## src/rtl/vga_line_fetch_arbiter.sv

```systemverilog
// vga_line_fetch_arbiter
// Prefetches one scanline of pixel words from a shared single-port pixel
// memory into a double-banked line buffer, and shares that memory port with
// host pixel writes. A host write that has waited MAX_HOST_WAIT cycles during
// a fetch is given one memory slot.
//
// Ports
//   i_clk, i_rst        pixel clock, asynchronous active-high reset
//   i_frame_tick        frame-start pulse, clears o_underrun
//   i_line_req          start fetching line i_fetch_y (0..479)
//   i_host_*            host write request (valid/addr/wdata), o_host_ready = issued now
//   o_mem_*             memory strobe/we/addr/wdata (combinational), i_mem_rdata 1 cycle later
//   o_lb_*              line-buffer write port; o_lb_bank = bank being filled
//   o_busy              high while fetching
//   o_fetch_done        pulse on the last line-buffer write of a completed line
//   o_underrun          sticky: line request arrived while a fetch was running
module vga_line_fetch_arbiter #(
    parameter int WORDS_PER_LINE = 40,
    parameter int ADDR_W         = 15,
    parameter int DATA_W         = 16,
    parameter int MAX_HOST_WAIT  = 8
) (
    input  logic              i_clk,
    input  logic              i_rst,
    input  logic              i_frame_tick,
    input  logic              i_line_req,
    input  logic [8:0]        i_fetch_y,
    input  logic              i_host_valid,
    output logic              o_host_ready,
    input  logic [ADDR_W-1:0] i_host_addr,
    input  logic [DATA_W-1:0] i_host_wdata,
    output logic              o_mem_req,
    output logic              o_mem_we,
    output logic [ADDR_W-1:0] o_mem_addr,
    output logic [DATA_W-1:0] o_mem_wdata,
    input  logic [DATA_W-1:0] i_mem_rdata,
    output logic              o_lb_we,
    output logic [6:0]        o_lb_addr,
    output logic [DATA_W-1:0] o_lb_wdata,
    output logic              o_lb_bank,
    output logic              o_busy,
    output logic              o_fetch_done,
    output logic              o_underrun
);

    localparam int WAIT_W = $clog2(MAX_HOST_WAIT + 1);
    localparam logic [5:0]        LAST_WORD = 6'(WORDS_PER_LINE - 1);
    localparam logic [WAIT_W-1:0] WAIT_MAX  = WAIT_W'(MAX_HOST_WAIT);

    typedef enum logic {S_IDLE = 1'b0, S_FETCH = 1'b1} state_t;

    state_t              r_state;
    state_t              w_state_next;
    logic [ADDR_W-1:0]   r_base;
    logic [5:0]          r_word_cnt;
    logic [WAIT_W-1:0]   r_host_wait;
    logic                r_bank;
    logic                r_lb_we;
    logic [6:0]          r_lb_addr;
    logic                r_fetch_done;
    logic                r_underrun;

    logic                w_host_grant;
    logic                w_read_issue;
    logic                w_last_read;
    logic [ADDR_W-1:0]   w_read_addr;
    logic [ADDR_W-1:0]   w_base_next;

    // In IDLE the host owns the port; during a fetch it only wins once starved.
    assign w_host_grant = (r_state == S_IDLE) ? i_host_valid
                                              : (i_host_valid && (r_host_wait == WAIT_MAX));
    assign w_read_issue = (r_state == S_FETCH) && !w_host_grant;
    assign w_last_read  = w_read_issue && (r_word_cnt == LAST_WORD);
    assign w_read_addr  = r_base + ADDR_W'(r_word_cnt);
    assign w_base_next  = ADDR_W'(32'(i_fetch_y) * 32'(WORDS_PER_LINE));

    // State register
    always_ff @(posedge i_clk or posedge i_rst) begin
        if (i_rst) begin
            r_state <= S_IDLE;
        end else begin
            r_state <= w_state_next;
        end
    end

    // Next-state logic; a line request always (re)starts a fetch.
    always_comb begin
        w_state_next = r_state;
        case (r_state)
            S_IDLE:  if (i_line_req) w_state_next = S_FETCH;
            S_FETCH: begin
                if (i_line_req)       w_state_next = S_FETCH;
                else if (w_last_read) w_state_next = S_IDLE;
            end
            default: w_state_next = S_IDLE;
        endcase
    end

    // Memory port outputs
    always_comb begin
        o_host_ready = w_host_grant;
        o_mem_req    = w_host_grant || w_read_issue;
        o_mem_we     = w_host_grant;
        o_mem_addr   = '0;
        o_mem_wdata  = '0;
        if (w_host_grant) begin
            o_mem_addr  = i_host_addr;
            o_mem_wdata = i_host_wdata;
        end else if (w_read_issue) begin
            o_mem_addr  = w_read_addr;
        end
    end

    // Fetch datapath, host starvation counter and read-return pipeline
    always_ff @(posedge i_clk or posedge i_rst) begin
        if (i_rst) begin
            r_base       <= '0;
            r_word_cnt   <= '0;
            r_host_wait  <= '0;
            r_bank       <= 1'b0;
            r_lb_we      <= 1'b0;
            r_lb_addr    <= '0;
            r_fetch_done <= 1'b0;
            r_underrun   <= 1'b0;
        end else begin
            if (i_line_req) begin
                r_base     <= w_base_next;
                r_word_cnt <= '0;
                r_bank     <= ~r_bank;
            end else if (w_read_issue) begin
                r_word_cnt <= r_word_cnt + 6'd1;
            end

            if (i_host_valid && !w_host_grant) begin
                r_host_wait <= (r_host_wait == WAIT_MAX) ? r_host_wait : r_host_wait + 1'b1;
            end else begin
                r_host_wait <= '0;
            end

            // Bank and word are captured with the read so a restart cannot
            // redirect the returning data.
            r_lb_we <= w_read_issue;
            if (w_read_issue) begin
                r_lb_addr <= {r_bank, r_word_cnt};
            end
            // A request arriving with the last read aborts that line.
            r_fetch_done <= w_last_read && !i_line_req;

            if (i_line_req && (r_state == S_FETCH)) begin
                r_underrun <= 1'b1;
            end else if (i_frame_tick) begin
                r_underrun <= 1'b0;
            end
        end
    end

    assign o_lb_we      = r_lb_we;
    assign o_lb_addr    = r_lb_addr;
    assign o_lb_wdata   = r_lb_we ? i_mem_rdata : '0;
    assign o_lb_bank    = r_bank;
    assign o_busy       = (r_state == S_FETCH);
    assign o_fetch_done = r_fetch_done;
    assign o_underrun   = r_underrun;

endmodule

```

## config.mk

```make
export PLATFORM = sky130hd
export DESIGN_NAME = vga_line_fetch_arbiter
export DESIGN_NICKNAME = d
export VERILOG_FILES = /design/src/rtl/vga_line_fetch_arbiter.sv
export SDC_FILE = /design/constraint.sdc
export NUM_CORES = 1
export LEC_CHECK = 0
export ABC_AREA = 1
export CORE_MARGIN = 5
export CORE_UTILIZATION = 35
export DETAILED_ROUTE_END_ITERATION = 10
export PLACE_DENSITY = 0.74
export SLEW_MARGIN = 20
export SYNTH_ARGS = -nofsm -noshare
export SYNTH_HDL_FRONTEND = slang
export SYNTH_SLANG_ARGS = --single-unit
```

## constraint.sdc

```tcl
create_clock -name i_clk -period 2.5 [get_ports i_clk]
set_input_delay 0.625 -clock i_clk [delete_from_list [all_inputs] [get_ports i_clk]]
set_output_delay 0.625 -clock i_clk [all_outputs]
set_load 0.02 [all_outputs]
```

==> flow_metrics.env <==
export IMPL_status="finished, violations left"
export IMPL_violations="negative setup slack"
export IMPL_fillCellCount=661
export IMPL_setup_viol=7
export IMPL_fin_crit_sh=1.06
export IMPL_ff_latch_area_um2=851
export IMPL_grt_max_degree=35
export IMPL_rsz0062_at_grt="yes"
export IMPL_cts_buffer_depth=2
export IMPL_min_from="o_lb_addr[6]"
export IMPL_worstHoldEndpoint="o_lb_addr[6]"
export IMPL_synth_seq_cells=34
export IMPL_vias=3058
export IMPL_syn_area_um2=2670
export IMPL_cts_sinks=34
export IMPL_grt_pass1_vias=2934
export IMPL_crit_path_start_kind="flip-flop"
export IMPL_wirelength_um=8460
export IMPL_syn_to_final_growth_pct=64.3
export IMPL_ioPinCount=123
export IMPL_setup_ws_ns=-0.152
export IMPL_grt_ovfl_total=0
export IMPL_cp_required_ns=1.88
export IMPL_hold_class="flip-flop to flip-flop"
export IMPL_synth_main_ff_cell="dfrtp_1"
export IMPL_clock_latency_ns=0.28
export IMPL_relSlewSlack=0.691
export IMPL_design_area_um2=4390
export IMPL_synth_edff_count=0
export IMPL_die_h_um=97.4
export IMPL_synth_top_cells_by_area="dfrtp_1 32%, nand2_1 20%, inv_1 10%"
export IMPL_drive_gt1_frac=0.200
export IMPL_port_buffers=122
export IMPL_hold_path_depth=2
export IMPL_drtIter0Drc=77
export IMPL_gp_congestion=0.916
export IMPL_min_period_ns=2.65
export IMPL_final_util=0.599
export IMPL_detailed_place_hpwl_um=7010
export IMPL_drtAntennaViolNets=0
export IMPL_grt_first_pass_wirelength_um=13600
export IMPL_drt_pass1_iterations=4
export IMPL_fmax_mhz=377
export IMPL_critPathTopFamily="adder cells"
export IMPL_postPlaceCellArea_um2=4270
export IMPL_multi_input_area_um2=1510
export IMPL_rrSetupSlack_ns=0.94
export IMPL_syn_inst=403
export IMPL_power_density_nw_per_um2=409
export IMPL_tns_ns=-0.393
export IMPL_drt_vias_per_instance=4.60
export IMPL_worst_slew_pin_slew_ns=0.464
export IMPL_crit_slowest_cell="dfrtp_1"
export IMPL_die_area_um2=9490
export IMPL_initial_utilization=0.365
export IMPL_antenna_found_initial=0
export IMPL_wl_per_cell_um=12.7
export IMPL_yosys_area_top_type="dfrtp_1"
export IMPL_p_leak_nw=2.41
export IMPL_synth_seq_area_share=0.318
export IMPL_dieWidth_um=97.4
export IMPL_yosysTopAreaCellShare=0.318
export IMPL_syn_nets=486
export IMPL_finalHoldViolations=0
export IMPL_worst_setup_path_end_kind="output port"
export IMPL_fp_row_count=31
export IMPL_cpPeakStageDelay_ns=0.36
export IMPL_hold_buffers=0
export IMPL_clk_pin_slew_ns=0.07
export IMPL_synth_common_cells="140 x nand2_1, 73 x inv_1, 37 x nor2_1, 34 x dfrtp_1, 31 x nand3_1"
export IMPL_crit_chain="ha_2, inv_2, fa_2, inv_2, nand2_2, nand2_4, nand3_2, buf_4, nand3_1, nand2_1, buf_4"
export IMPL_peakVddDrop_mv=0.211
export IMPL_drv_slew=0
export IMPL_critical_path_class="flip-flop to output port"
export IMPL_r2r_cells=9
export IMPL_whs_ns=0.467
export IMPL_r2r_end="r_word_cnt[3]"
export IMPL_ys_warn_count=0
export IMPL_cts_htree_levels=2
export IMPL_async_flop_share=1.00
export IMPL_diodes=0
export IMPL_cp_num_buf_inv=4
export IMPL_crit_arrival_ns=2.03
export IMPL_root_buffer="clkbuf_8"
export IMPL_yosysMostFrequentCell="nand2_1"
export IMPL_drv_cap=0
export IMPL_cts_tree="done"
export IMPL_grt_use_total=0.174
export IMPL_fin_total_pwr_mw=1.80
export IMPL_reg2reg_from="r_host_wait[0]"
export IMPL_remaining_drc_errors=0
export IMPL_cp_max_fo=4
export IMPL_fin_nets=648
export IMPL_clock_skew_ns=0.00585
export IMPL_avgSynthCellArea_um2=6.63
export IMPL_synth_cell_types=31
export IMPL_cts_buffers_inserted=5
export IMPL_core_um2=7330
## per-stage QoR
stage / instances / setup WS [ns]
final: 665 / -0.152
after global routing: 665 / -0.213
after CTS: 663 / -0.157
after detailed placement: 653 / -0.455
after global placement: 653 / -0.447
after floorplan: 403 / 0.217
## cell families after synthesis
group,share of synthesized area
adder cells (fa/ha/maj),0.109
XOR/XNOR,0.0197
AO/OA/AOI/OAI,0.0543
AND/OR/NAND/NOR,0.363
flip-flops,0.318
buffers and inverters,0.137
## worst max path at each step
stage / from / end / cells after the start
finish: r_word_cnt[3] / o_mem_addr[9] / 11
global route: r_word_cnt[3] / o_mem_addr[11] / 12
CTS: r_word_cnt[3] / o_mem_addr[9] / 11
detailed placement: i_host_valid / o_mem_addr[14] / 7
global placement: i_host_valid / o_mem_addr[12] / 7
floorplan: r_word_cnt[5] / o_mem_addr[6] / 6
## flip-flops by register name, summed over array words and instances, names as in the netlist
| signal | cells |
|---|---|
| r_base | 12 |
| o_lb_addr | 7 |
| r_word_cnt | 6 |
| r_host_wait | 4 |
| o_busy | 1 |
| o_fetch_done | 1 |
| o_lb_bank | 1 |
| o_lb_we | 1 |
| o_underrun | 1 |
## what timing repair did
| item | CTS | global route |
|---|---|---|
| cloned | 0 | 0 |
| endpoints found under the setup margin | 33 | 28 |
| pin swaps | 1 | 1 |
| setup buffers | 2 | 2 |
| gates resized for setup | 137 | 21 |
## cell usage in the layout, fill, tap and decap left out, types with 6 or more instances in the layout
| cell type | synthesis | layout |
|---|---|---|
| clkdlybuf4s50_1 | 0 | 88 |
| nand3_1 | 31 | 30 |
| o21ai_0 | 15 | 13 |
| nor2_1 | 37 | 37 |
| buf_2 | 6 | 17 |
| dfrtp_1 | 34 | 34 |
| ha_1 | 20 | 18 |
| nand2_2 | 2 | 6 |
| clkdlybuf4s15_2 | 0 | 8 |
| buf_4 | 1 | 46 |
| inv_1 | 73 | 71 |
| nand2_1 | 140 | 135 |
| clkbuf_8 | 0 | 8 |
## power by group
group	leakage (nW)	total, mW	internal [mW]	switching [mW]
Sequential	0.428	0.657	0.610	0.0474
Clock	0.0575	0.471	0.278	0.193
Combinational	1.93	0.669	0.330	0.339
Total	2.41	1.80	1.22	0.579
## worst min-delay path: stages, from the launching register on
cell and delay, ns:
dfrtp_1 0.34, nand2_1 0.05, nand2_1 0.04
## area by class of cell
type / instances / share of cell area
inverter: 76 / 0.0649
timing repair buffer: 167 / 0.345
sequential: 34 / 0.194
clock buffer: 8 / 0.0251
multi-input combinational: 281 / 0.343
tap: 99 / 0.0282
## per-layer routing
| layer | wire length, µm | track usage | vias up |
|---|---|---|---|
| li1 | - | - | 1551 |
| met1 | 3650 | 0.198 | 1380 |
| met2 | 4100 | 0.316 | 108 |
| met3 | 472 | 0.0409 | 19 |
| met4 | 231 | 0.0618 | 0 |
| met5 | 0 | 0 | - |
Power figures use the tool's default switching activity.
